$ cat config.mk
export PLATFORM = sky130hd
export DESIGN_NAME = dau_token_decoder
export DESIGN_NICKNAME = d
export VERILOG_FILES = /design/src/rtl/dau_token_decoder_pkg.sv /design/src/rtl/dau_instr_slot.sv /design/src/rtl/dau_token_decoder.sv
export SDC_FILE = /design/constraint.sdc
export NUM_CORES = 1
export LEC_CHECK = 0
export ABC_AREA = 1
export BUFFER_PORTS_ARGS = -buffer_cell sky130_fd_sc_hd__clkbuf_2
export CAP_MARGIN = 20
export CORE_MARGIN = 4
export CORE_UTILIZATION = 60
export DETAILED_ROUTE_END_ITERATION = 7
export PLACE_DENSITY_LB_ADDON = 0.3
export SLEW_MARGIN = 25
export SYNTH_ARGS = -nofsm -noshare
export SYNTH_HDL_FRONTEND = slang
export SYNTH_SLANG_ARGS = --single-unit
$ cat constraint.sdc
create_clock -name i_clk -period 2.6 [get_ports i_clk]
set_input_delay 0.26 -clock i_clk [delete_from_list [all_inputs] [get_ports i_clk]]
set_output_delay 0.26 -clock i_clk [all_outputs]
set_load 0.05 [all_outputs]
$ cat src/rtl/dau_token_decoder_pkg.sv
// Shared symbol encodings, BCDU opcodes, error codes and decode helpers for the
// RPN calculator token decoder.
package dau_token_decoder_pkg;

    localparam int DAU_SYM_WIDTH = 5;

    // Digits 0-9 are encoded as their own value; everything else sits above.
    localparam logic [DAU_SYM_WIDTH-1:0] DAU_SYM_COMMA     = 5'd10;
    localparam logic [DAU_SYM_WIDTH-1:0] DAU_SYM_PLUS      = 5'd11;
    localparam logic [DAU_SYM_WIDTH-1:0] DAU_SYM_MINUS     = 5'd12;
    localparam logic [DAU_SYM_WIDTH-1:0] DAU_SYM_MUL       = 5'd13;
    localparam logic [DAU_SYM_WIDTH-1:0] DAU_SYM_DIV       = 5'd14;
    localparam logic [DAU_SYM_WIDTH-1:0] DAU_SYM_SEPARATOR = 5'd15;
    localparam logic [DAU_SYM_WIDTH-1:0] DAU_SYM_RESULT    = 5'd16;
    localparam logic [DAU_SYM_WIDTH-1:0] DAU_SYM_RESET     = 5'd17;
    localparam logic [DAU_SYM_WIDTH-1:0] DAU_SYM_NEW_LINE  = 5'd18;
    localparam logic [DAU_SYM_WIDTH-1:0] DAU_SYM_INVALID   = 5'd31;

    localparam logic [3:0] BCDU_OP_NOP = 4'd0;
    localparam logic [3:0] BCDU_OP_SHL = 4'd1;
    localparam logic [3:0] BCDU_OP_CLR = 4'd2;

    localparam logic [1:0] DAU_ERR_SYNTAX    = 2'd0;
    localparam logic [1:0] DAU_ERR_DIGIT_OVF = 2'd1;
    localparam logic [1:0] DAU_ERR_STACK_OVF = 2'd2;
    localparam logic [1:0] DAU_ERR_STACK_UNF = 2'd3;

    localparam int DAU_OPSTART_PRINT = 0;
    localparam int DAU_OPSTART_ADD   = 1;
    localparam int DAU_OPSTART_SUB   = 2;
    localparam int DAU_OPSTART_MUL   = 3;
    localparam int DAU_OPSTART_DIV   = 4;

    typedef enum logic [1:0] {
        ST_IDLE,
        ST_BUSY,
        ST_CLEAR,
        ST_FLUSH
    } dau_state_t;

    function automatic logic dau_is_digit(input logic [DAU_SYM_WIDTH-1:0] s);
        return s <= 5'd9;
    endfunction

    function automatic logic dau_is_operator(input logic [DAU_SYM_WIDTH-1:0] s);
        return (s == DAU_SYM_PLUS) || (s == DAU_SYM_MINUS) ||
               (s == DAU_SYM_MUL)  || (s == DAU_SYM_DIV);
    endfunction

    function automatic logic [4:0] dau_opstart_onehot(input logic [DAU_SYM_WIDTH-1:0] s);
        logic [4:0] v;
        v = '0;
        case (s)
            DAU_SYM_PLUS:  v[DAU_OPSTART_ADD] = 1'b1;
            DAU_SYM_MINUS: v[DAU_OPSTART_SUB] = 1'b1;
            DAU_SYM_MUL:   v[DAU_OPSTART_MUL] = 1'b1;
            DAU_SYM_DIV:   v[DAU_OPSTART_DIV] = 1'b1;
            default:       v = '0;
        endcase
        return v;
    endfunction

endpackage

$ cat src/rtl/dau_instr_slot.sv
// Single-entry valid/ready output register; the held word stays stable until
// the consumer accepts it, and a new load may coincide with that acceptance.
module dau_instr_slot #(
    parameter int            W         = 15,
    parameter logic [W-1:0]  RESET_VAL = '0
) (
    input  logic         i_clk,
    input  logic         i_rst,
    input  logic         i_load,
    input  logic [W-1:0] i_data,
    input  logic         i_ready,
    output logic         o_valid,
    output logic [W-1:0] o_data,
    output logic         o_free
);

    logic         valid_reg;
    logic [W-1:0] data_reg;

    assign o_valid = valid_reg;
    assign o_data  = data_reg;
    assign o_free  = !valid_reg || i_ready;

    always_ff @(posedge i_clk) begin
        if (i_rst) begin
            valid_reg <= 1'b0;
            data_reg  <= RESET_VAL;
        end else if (i_load) begin
            valid_reg <= 1'b1;
            data_reg  <= i_data;
        end else if (i_ready) begin
            valid_reg <= 1'b0;
        end
    end

endmodule

$ cat src/rtl/dau_token_decoder.sv
// RPN symbol stream decoder: tracks operand entry and the stack pointer, emits
// BCDU instructions, starts operations and reports coded errors.
module dau_token_decoder
    import dau_token_decoder_pkg::*;
#(
    parameter int  NUM_DIGITS  = 8,
    parameter int  STACK_DEPTH = 7,
    localparam int PTR_W       = $clog2(STACK_DEPTH + 1),
    localparam int INSTR_W     = 12 + PTR_W
) (
    input  logic                     i_clk,
    input  logic                     i_rst,
    input  logic                     i_valid,
    input  logic [DAU_SYM_WIDTH-1:0] i_symbol,
    output logic                     o_ready,
    output logic                     o_instr_valid,
    output logic [INSTR_W-1:0]       o_instr,
    input  logic                     i_instr_ready,
    input  logic                     i_operation_done,
    output logic [4:0]               o_op_start,
    output logic                     o_loopback_en,
    output logic [DAU_SYM_WIDTH-1:0] o_loopback_symbol,
    output logic                     o_comma_inc,
    output logic                     o_comma_clr,
    output logic                     o_sign_set,
    output logic                     o_sign_clr,
    output logic [PTR_W-1:0]         o_stack_ptr,
    output logic                     o_error,
    output logic [1:0]               o_error_code
);

    localparam int                 CNT_W     = $clog2(NUM_DIGITS + 1);
    localparam logic [PTR_W-1:0]   PTR_MAX   = PTR_W'(STACK_DEPTH);
    localparam logic [PTR_W-1:0]   PTR_ONE   = PTR_W'(1);
    localparam logic [PTR_W-1:0]   PTR_TWO   = PTR_W'(2);
    localparam logic [CNT_W-1:0]   CNT_MAX   = CNT_W'(NUM_DIGITS);
    localparam logic [INSTR_W-1:0] INSTR_NOP = {BCDU_OP_NOP, {(INSTR_W-4){1'b0}}};

    dau_state_t               state_reg, state_next;
    logic [DAU_SYM_WIDTH-1:0] sym_reg, sym_next;
    logic [CNT_W-1:0]         count_reg, count_next;
    logic                     got_comma_reg, got_comma_next;
    logic                     got_sign_reg, got_sign_next;
    logic [PTR_W-1:0]         ptr_reg, ptr_next;
    logic                     clr_issued_reg, clr_issued_next;
    logic                     lb_en_reg, lb_en_next;
    logic [DAU_SYM_WIDTH-1:0] lb_sym_reg, lb_sym_next;
    logic [4:0]               op_start_reg, op_start_next;
    logic                     comma_inc_reg, comma_inc_next;
    logic                     comma_clr_reg, comma_clr_next;
    logic                     sign_set_reg, sign_set_next;
    logic                     sign_clr_reg, sign_clr_next;
    logic                     err_reg, err_next;
    logic [1:0]               err_code_reg, err_code_next;

    logic                     instr_load;
    logic [INSTR_W-1:0]       instr_data;
    logic                     slot_free;
    logic                     accept;
    logic                     err_hit;
    logic [1:0]               err_sel;

    dau_instr_slot #(
        .W         (INSTR_W),
        .RESET_VAL (INSTR_NOP)
    ) u_slot (
        .i_clk   (i_clk),
        .i_rst   (i_rst),
        .i_load  (instr_load),
        .i_data  (instr_data),
        .i_ready (i_instr_ready),
        .o_valid (o_instr_valid),
        .o_data  (o_instr),
        .o_free  (slot_free)
    );

    assign o_ready = (state_reg == ST_IDLE) && slot_free;
    assign accept  = i_valid && o_ready;

    always_comb begin
        state_next      = state_reg;
        sym_next        = sym_reg;
        count_next      = count_reg;
        got_comma_next  = got_comma_reg;
        got_sign_next   = got_sign_reg;
        ptr_next        = ptr_reg;
        clr_issued_next = clr_issued_reg;
        instr_load      = 1'b0;
        instr_data      = INSTR_NOP;
        lb_en_next      = 1'b0;
        lb_sym_next     = lb_sym_reg;
        op_start_next   = '0;
        comma_inc_next  = 1'b0;
        comma_clr_next  = 1'b0;
        sign_set_next   = 1'b0;
        sign_clr_next   = 1'b0;
        err_hit         = 1'b0;
        err_sel         = DAU_ERR_SYNTAX;

        case (state_reg)
            ST_IDLE: begin
                if (accept) begin
                    if (dau_is_digit(i_symbol)) begin
                        if (sym_reg == DAU_SYM_RESULT) begin
                            err_hit = 1'b1;
                        end else if (ptr_reg == PTR_MAX) begin
                            err_hit = 1'b1;
                            err_sel = DAU_ERR_STACK_OVF;
                        end else if (count_reg == CNT_MAX) begin
                            err_hit = 1'b1;
                            err_sel = DAU_ERR_DIGIT_OVF;
                        end else begin
                            instr_load     = 1'b1;
                            instr_data     = {BCDU_OP_SHL, ptr_reg, 4'b1100, i_symbol[3:0]};
                            lb_en_next     = 1'b1;
                            lb_sym_next    = i_symbol;
                            count_next     = count_reg + CNT_W'(1);
                            comma_inc_next = got_comma_reg;
                            sym_next       = i_symbol;
                            if (sym_reg == DAU_SYM_MINUS && !got_sign_reg) begin
                                sign_set_next = 1'b1;
                                got_sign_next = 1'b1;
                            end
                        end
                    end else begin
                        case (i_symbol)
                            DAU_SYM_COMMA: begin
                                if (got_comma_reg) begin
                                    err_hit = 1'b1;
                                end else begin
                                    lb_en_next     = 1'b1;
                                    lb_sym_next    = i_symbol;
                                    got_comma_next = 1'b1;
                                    sym_next       = i_symbol;
                                    if (sym_reg == DAU_SYM_MINUS && !got_sign_reg) begin
                                        sign_set_next = 1'b1;
                                        got_sign_next = 1'b1;
                                    end
                                end
                            end
                            DAU_SYM_PLUS, DAU_SYM_MINUS: begin
                                if (sym_reg == DAU_SYM_INVALID || sym_reg == DAU_SYM_SEPARATOR) begin
                                    lb_en_next  = 1'b1;
                                    lb_sym_next = i_symbol;
                                    sym_next    = i_symbol;
                                end else begin
                                    err_hit = 1'b1;
                                end
                            end
                            DAU_SYM_MUL, DAU_SYM_DIV: begin
                                if (sym_reg == DAU_SYM_SEPARATOR) begin
                                    lb_en_next  = 1'b1;
                                    lb_sym_next = i_symbol;
                                    sym_next    = i_symbol;
                                end else begin
                                    err_hit = 1'b1;
                                end
                            end
                            DAU_SYM_SEPARATOR: begin
                                if (sym_reg == DAU_SYM_SEPARATOR || sym_reg == DAU_SYM_INVALID) begin
                                    err_hit = 1'b1;
                                end else if (dau_is_operator(sym_reg)) begin
                                    // Even a rejected operator closes the expression.
                                    sym_next = DAU_SYM_SEPARATOR;
                                    if (ptr_reg >= PTR_TWO) begin
                                        lb_en_next     = 1'b1;
                                        lb_sym_next    = i_symbol;
                                        count_next     = '0;
                                        got_comma_next = 1'b0;
                                        got_sign_next  = 1'b0;
                                        op_start_next  = dau_opstart_onehot(sym_reg);
                                        ptr_next       = ptr_reg - PTR_ONE;
                                        state_next     = ST_BUSY;
                                    end else begin
                                        err_hit = 1'b1;
                                        err_sel = DAU_ERR_STACK_UNF;
                                    end
                                end else if (ptr_reg < PTR_MAX) begin
                                    lb_en_next     = 1'b1;
                                    lb_sym_next    = i_symbol;
                                    count_next     = '0;
                                    got_comma_next = 1'b0;
                                    got_sign_next  = 1'b0;
                                    ptr_next       = ptr_reg + PTR_ONE;
                                    sym_next       = DAU_SYM_SEPARATOR;
                                end else begin
                                    err_hit = 1'b1;
                                    err_sel = DAU_ERR_STACK_OVF;
                                end
                            end
                            DAU_SYM_RESULT: begin
                                if (ptr_reg == '0) begin
                                    err_hit = 1'b1;
                                    err_sel = DAU_ERR_STACK_UNF;
                                end else if (sym_reg == DAU_SYM_SEPARATOR) begin
                                    lb_en_next                       = 1'b1;
                                    lb_sym_next                      = i_symbol;
                                    op_start_next[DAU_OPSTART_PRINT] = 1'b1;
                                    ptr_next                         = ptr_reg - PTR_ONE;
                                    sym_next                         = DAU_SYM_RESULT;
                                    state_next                       = ST_BUSY;
                                end else begin
                                    err_hit = 1'b1;
                                end
                            end
                            DAU_SYM_RESET: begin
                                lb_en_next      = 1'b1;
                                lb_sym_next     = DAU_SYM_RESULT;
                                clr_issued_next = 1'b0;
                                state_next      = ST_CLEAR;
                            end
                            default: err_hit = 1'b1;
                        endcase
                    end
                end
            end
            ST_BUSY: begin
                if (i_operation_done) begin
                    state_next = ST_IDLE;
                end
            end
            ST_CLEAR: begin
                // The slot is empty on entry, so the first CLR loads unconditionally.
                if (!clr_issued_reg) begin
                    instr_load      = 1'b1;
                    instr_data      = {BCDU_OP_CLR, ptr_reg, 8'h00};
                    clr_issued_next = 1'b1;
                end else if (o_instr_valid && i_instr_ready) begin
                    comma_clr_next = 1'b1;
                    sign_clr_next  = 1'b1;
                    if (ptr_reg == '0) begin
                        clr_issued_next = 1'b0;
                        state_next      = ST_FLUSH;
                    end else begin
                        ptr_next   = ptr_reg - PTR_ONE;
                        instr_load = 1'b1;
                        instr_data = {BCDU_OP_CLR, ptr_reg - PTR_ONE, 8'h00};
                    end
                end
            end
            ST_FLUSH: begin
                lb_en_next     = 1'b1;
                lb_sym_next    = DAU_SYM_NEW_LINE;
                count_next     = '0;
                got_comma_next = 1'b0;
                got_sign_next  = 1'b0;
                sym_next       = DAU_SYM_INVALID;
                state_next     = ST_IDLE;
            end
            default: state_next = ST_IDLE;
        endcase

        err_next      = err_hit;
        err_code_next = err_hit ? err_sel : err_code_reg;
    end

    always_ff @(posedge i_clk) begin
        if (i_rst) begin
            state_reg      <= ST_IDLE;
            sym_reg        <= DAU_SYM_INVALID;
            count_reg      <= '0;
            got_comma_reg  <= 1'b0;
            got_sign_reg   <= 1'b0;
            ptr_reg        <= '0;
            clr_issued_reg <= 1'b0;
            lb_en_reg      <= 1'b0;
            lb_sym_reg     <= DAU_SYM_INVALID;
            op_start_reg   <= '0;
            comma_inc_reg  <= 1'b0;
            comma_clr_reg  <= 1'b0;
            sign_set_reg   <= 1'b0;
            sign_clr_reg   <= 1'b0;
            err_reg        <= 1'b0;
            err_code_reg   <= '0;
        end else begin
            state_reg      <= state_next;
            sym_reg        <= sym_next;
            count_reg      <= count_next;
            got_comma_reg  <= got_comma_next;
            got_sign_reg   <= got_sign_next;
            ptr_reg        <= ptr_next;
            clr_issued_reg <= clr_issued_next;
            lb_en_reg      <= lb_en_next;
            lb_sym_reg     <= lb_sym_next;
            op_start_reg   <= op_start_next;
            comma_inc_reg  <= comma_inc_next;
            comma_clr_reg  <= comma_clr_next;
            sign_set_reg   <= sign_set_next;
            sign_clr_reg   <= sign_clr_next;
            err_reg        <= err_next;
            err_code_reg   <= err_code_next;
        end
    end

    assign o_op_start        = op_start_reg;
    assign o_loopback_en     = lb_en_reg;
    assign o_loopback_symbol = lb_sym_reg;
    assign o_comma_inc       = comma_inc_reg;
    assign o_comma_clr       = comma_clr_reg;
    assign o_sign_set        = sign_set_reg;
    assign o_sign_clr        = sign_clr_reg;
    assign o_stack_ptr       = ptr_reg;
    assign o_error           = err_reg;
    assign o_error_code      = err_code_reg;

endmodule

; Yosys cells after proc, flatten, opt, wreduce, memory -nomap -nowiden
; Cells that the tools add are included.
[totals]
register_bits = 50
inputBits = 10
output_inout_bits = 38
word_cells = 278
[classes]
add_sub_neg = 3
magnitude_cmp = 3
eq_ne = 56
mux = 159
n_bitwise = 8
reduce_logical = 31
[op_table]
columns = operator, n
row1 = 5-bit two-way mux, 21
row2 = 1-bit two-way mux, 67
row3 = 12-bit two-way mux, 5
row4 = "5-bit by 4-bit == test with 1-bit output, second input constant", 11
row5 = 2-bit two-way mux, 21
row6 = 4-bit two-way mux, 10
row7 = 13-bit two-way mux, 3
row8 = 12-bit AND reduction, 3
row9 = 3-bit two-way mux, 11
row10 = "4-bit != test, second input constant", 8
row11 = 5-bit one-hot mux with 6 select lines, 1
row12 = "3-bit != test, second input constant", 9
row13 = 13-bit one-hot mux with 2 select lines, 1
row14 = 5-bit one-hot mux with 5 select lines, 1
row15 = "5-bit == test, second input constant", 4
row16 = 5-bit one-hot mux with 2 select lines, 2
row17 = 1-bit one-hot mux with 2 select lines, 8
row18 = "2-bit != test, second input constant", 7
row19 = 13-bit AND reduction, 1
row20 = "4-bit by 1-bit != test with 1-bit output, second input constant", 3
row21 = 1-bit one-hot mux with 6 select lines, 2
row22 = 3-bit one-hot mux with 2 select lines, 2
row23 = "5-bit != test, second input constant", 2
row24 = 10-bit AND reduction, 1
row25 = 34 further kinds, 56

; Depth between registers and ports, before layout
[depth]
depth_word = 10
mapped_depth = 13
depth_no_buf = 13

; Modules after synthesis
; Synthesis repeated with hierarchy kept, for this count alone.
[unflattened]
hier_cells = 470
area_unflattened_um2 = 3016.6
[by_module_without_submodules]
columns = module, instances, cells_each, area_per_inst_um2, seq_area_each_um2
row1 = dau_token_decoder, 1, 401, 2461.1, 680.7
row2 = dau_instr_slot, 1, 69, 555.5, 320.3

; Worst setup path after synthesis
; Ideal clock, no wire load.
[synth_timing]
path_type = flip-flop to flip-flop
startpoint = reg ptr_reg[0], in the netlist o_stack_ptr[0]
endpoint = reg ptr_reg[0], in the netlist o_stack_ptr[0]
setup_ns = 0.117
t_arrival_ns = 2.012
required_time_ns = 2.483
path_slack_ns = 0.471
path_stages_with_launch = 13
n_path_buf = 0
period_less_slack_ns = 2.129
cell_sequence = dfxtp_1 -> inv_1 -> ha_1 -> inv_1 -> nor2_1 -> nor2_1 -> nand3_1 -> o21ai_0 -> nand3_1 -> nor2_2 -> nand3_1 -> nand2_1 -> nor2_1
[synth_between]
elab_chain_len = 8
elab_cells_between_ends = 23
cone_classes = add/sub (2) / order compare (2) / eq/ne (4) / mux (13) / reduce/logical (2)
[synth_rtl]
columns = item, line
row1 = start: declaration, dau_token_decoder.sv:44  ; logic [PTR_W-1:0] ptr_reg, ptr_next;
row2 = start signal: assignment, dau_token_decoder.sv:281  ; ptr_reg <= ptr_next;
row3 = 3-bit by 1-bit adder with 3-bit output / 3-bit by 1-bit subtractor with 3-bit output (equally long branches), --
row4 = 3-bit two-way mux (on tied branches), "dau_token_decoder.sv:178, dau_token_decoder.sv:165"
row5 = 3-bit two-way mux, dau_token_decoder.sv:162  ; end else if (dau_is_operator(sym_reg)) begin
row6 = 3-bit two-way mux, dau_token_decoder.sv:160  ; if (sym_reg == DAU_SYM_SEPARATOR || sym_reg == DAU_SYM_INVALID) begin
row7 = 3-bit one-hot mux with 2 select lines, dau_token_decoder.sv:126  ; case (i_symbol)
row8 = 3-bit two-way mux, dau_token_decoder.sv:103  ; if (dau_is_digit(i_symbol)) begin
row9 = 3-bit two-way mux, dau_token_decoder.sv:102  ; if (accept) begin
row10 = 3-bit one-hot mux with 2 select lines, dau_token_decoder.sv:100  ; case (state_reg)
; Parallel ways exist; a longest one is shown, timed or not. The select of a mux whose other input is x is not followed.
; A chain may end at the register's enable or synchronous reset.

; Worst setup path in the final report
[layout_timing]
startpoint = reg state_reg[0]
endpoint = reg lb_sym_reg[1], in the netlist o_loopback_symbol[1]
[layout_between]
elab_chain_len = 5
elab_cells_between_ends = 18
cone_classes = eq/ne (12) / mux (1) / reduce/logical (5)
[layout_rtl]
columns = item, line
row1 = start: declaration, dau_token_decoder.sv:39  ; dau_state_t state_reg, state_next;
row2 = start signal: assignment, dau_token_decoder.sv:276  ; state_reg <= state_next;
row3 = 2-bit zero test, "dau_token_decoder.sv:77, dau_token_decoder.sv:100"
row4 = 1-bit logical AND, dau_token_decoder.sv:77  ; assign o_ready = (state_reg == ST_IDLE) && slot_free;
row5 = 1-bit logical AND, dau_token_decoder.sv:78  ; assign accept = i_valid && o_ready;
row6 = 2-bit != test (no source line), --
row7 = 12-bit AND reduction (no source line), --
row8 = end signal: assignment, dau_token_decoder.sv:284  ; lb_sym_reg <= lb_sym_next;
row9 = end: declaration, dau_token_decoder.sv:47  ; logic [DAU_SYM_WIDTH-1:0] lb_sym_reg, lb_sym_next;
; Parallel ways exist; a longest one is shown, timed or not.

==> results.txt <==
Status: finished clean
Buffers and inverters on the worst path: 1
Netlist cell types: 32
Worst Skew: 0.00760 ns
IO Count: 48
Setup TNS: 0 ns
Die Ht: 75.8 µm
Design area: 3060 µm²
PortBufs: 43
Drt total wl: 7.37 mm
Tot Pwr: 1640 µW
Total track usage: 26.7%
Share of Yosys cell area claimed by the top area cell type: 31.9%
Reg2reg setup slack: 0.30 ns
Hold slack: 0.263 ns
Initial DRT Pass Iterations: 5
Met2 wire len: 3.44 mm
Cell family with most CP delay: simple AND/OR/NAND/NOR gates
Fin. Hold Viols: 0
Area leader, netlist: dfxtp_1
Critical Path, Cell by Cell: inv_1 -> ha_1 -> nand3_1 -> nand2_1 -> nand3_2 -> nor2_4 -> nand2_1 -> nand2_1 -> nand3_1
Final Net Count: 491
Total gr overflow: 0
Clock insertion delay at the later pin of the skew report: 0.31 ns
Worst Path Class, Setup: flip-flop to flip-flop
Reg2Reg Capture Point: o_loopback_symbol[1]
Critical path endpoint: o_loopback_symbol[1]
Gpl congestion: 1.00
Tmin final: 2.30 ns
First-pass GRT wire length: 11.6 mm
Initial drt markers: 149
Fin util: 69.4%
Area Overhead vs Synth: 11.0%
Endpoint type of the worst setup path: flip-flop
Headroom to the max-slew limit: 53.2%
WP depth: 9
Pwr/cell area: 536 nW/µm²
Top cells by area, synth: dfxtp_1, nand2_1, nand3_1, inv_1, nor2_1
Clock Root Buffer: clkbuf_8
Initial antenna violation count: 0
Wire length per cell: 14.1 µm
Synth warn: 0
# diodes: 0
Mapped Area: 2760 µm²
DIE AREA: 5740 µm²
Hpwl dp: 5.83 mm
FMAX: 435 MHz
DRT met1 WL: 3.19 mm
Cts hold-fix bufs: 0
DRC: 0
Post-synth EDFFs: 0
Placed cell area: 2970 µm²
DR vias: 2,841
Max FFs per register: 9
VDD IR max: 0.397 mV
CTS resizes: 0
CP startpoint: state_reg[0]
Most common cell after layout, fill and taps aside: nand2_1
Min-delay worst type: input port to flip-flop
CTS tree: yes
Post-synthesis sequential area ratio: 31.9%
Commonest non-fill, non-tap cells in the layout: nand2_1, inv_1, nor2_1
Post-CTS Setup Bufs: 0
Fraction of registers with async set or reset after synthesis: 0%
Vias in the first global route: 2,490
Met3 wire len: 566 µm
Crit-path max cell delay: 0.43 ns
CTS Buf Count: 5
FP Rows: 24
Seq cells post-synth: 44
Crit path required time: 2.76 ns
Slew @ Worst Pin: 0.702 ns
Final worst-path cycle share: 88.5%
Pleak: 0.00160 µW
Detail Route Antenna Nets: 0
CP arrival: 2.46 ns
Critical path fanouts, max: 12
RSZ-0062 raised after global routing: false
Die Width: 75.8 µm
Max-slew violations: 0
CTS H-tree lvls: 2
CTS sink cnt: 44
Reg2reg start: state_reg[0]
Max-cap violation count: 0
Ratio of cells with drive above 1 in the final layout: 16.4%
Mean Syn Cell Area: 6.43 µm²
Crit path max-delay cell type: ha_1
Drt via density: 5.44
Cell mode on critical path: nand2_1
Reg clk slew, reported paths: 0.09 ns
Most used flip-flop cell after synthesis: dfxtp_1
Register-to-Register Path Depth: 9
Max Buffers Root-to-Sink: 2
CORE AREA: 4410 µm²
Startpoint types: flip-flop
Mapped Cells: 429
Largest net degree at the start of global routing: 22
Initial core utilization: 62.5%
Final-report setup violation count: 0
Top Layer Used: met4
[layer usage]
| layer | vias to the layer above | track usage [%] |
|---|---|---|
| met5 | - | 0 |
| met4 | 0 | 8.93 |
| met3 | 19 | 4.49 |
| met2 | 120 | 45.0 |
| met1 | 1258 | 34.6 |
| li1 | 1444 | - |
[per-stage QoR]
step           setup WS [ns]  cells
2_1_floorplan          0.471    432
3_3_place_gp           0.478    514
3_5_place_dp           0.374    514
4_1_cts                0.343    522
5_1_grt                0.112    522
6_report               0.299    522
[final cells by class]
| class | instances | area (µm²) |
|---|---|---|
| Fill cell | 411 | 1350 |
| Sequential cell | 44 | 881 |
| Clock inverter | 3 | 23.8 |
| Timing Repair Buffer | 44 | 223 |
| Inverter | 57 | 214 |
| Multi-Input combinational cell | 317 | 1590 |
| Clock buffer | 5 | 68.8 |
| Tap cell | 52 | 65.1 |
[cells by family (layout without fill, tap and decap cells)]
family | Yosys count | in the layout | synth area share [%]
other | 1 | 4 | 0.136
buffers and inverters | 71 | 109 | 10.9
adder cells (fa/ha/maj) | 12 | 12 | 5.44
AND/OR/NAND/NOR | 248 | 248 | 40.8
flip-flops | 44 | 44 | 31.9
XOR/XNOR | 1 | 1 | 0.318
AO/OA/AOI/OAI | 52 | 52 | 10.4
[power breakdown]
group          switching [µW]  internal (µW)  leakage, µW
Combinational             333            116      0.00120
Clock                     254            190    0.0000404
Sequential               34.1            713     0.000358
[worst reg2reg max path, delay by kind of cell, from the launching register on]
family	cells	cell delay, ns
fa+ha+maj	1	0.43
buf+inv	1	0.11
simple gates	7	1.28
flops	1	0.35
[synthesized netlist by cell type (2+ instances only)]
| master | instances |
|---|---|
| a21oi_1 | 27 |
| a31oi_1 | 2 |
| buf_4 | 7 |
| clkbuf_1 | 5 |
| dfxtp_1 | 44 |
| ha_1 | 12 |
| inv_1 | 54 |
| inv_2 | 2 |
| nand2_1 | 108 |
| nand2_2 | 6 |
| nand3_1 | 51 |
| nand3_2 | 5 |
| nand4_1 | 3 |
| nor2_1 | 53 |
| nor2_2 | 5 |
| nor2_4 | 5 |
| nor3_1 | 8 |
| nor4_1 | 3 |
| o21ai_0 | 16 |
[how the worst min path moves through the flow]
stage,cells past startpoint,start,endpoint
floorplan,2,i_symbol[0],u_slot.o_data[0]
global placement,2,o_loopback_symbol[3],o_loopback_symbol[3]
detailed placement,2,o_loopback_symbol[2],o_loopback_symbol[2]
CTS,3,i_symbol[0],u_slot.o_data[0]
global route,3,i_symbol[0],u_slot.o_data[0]
finish,3,i_symbol[0],u_slot.o_data[0]
No activity file was read; power rests on OpenSTA's default activity.
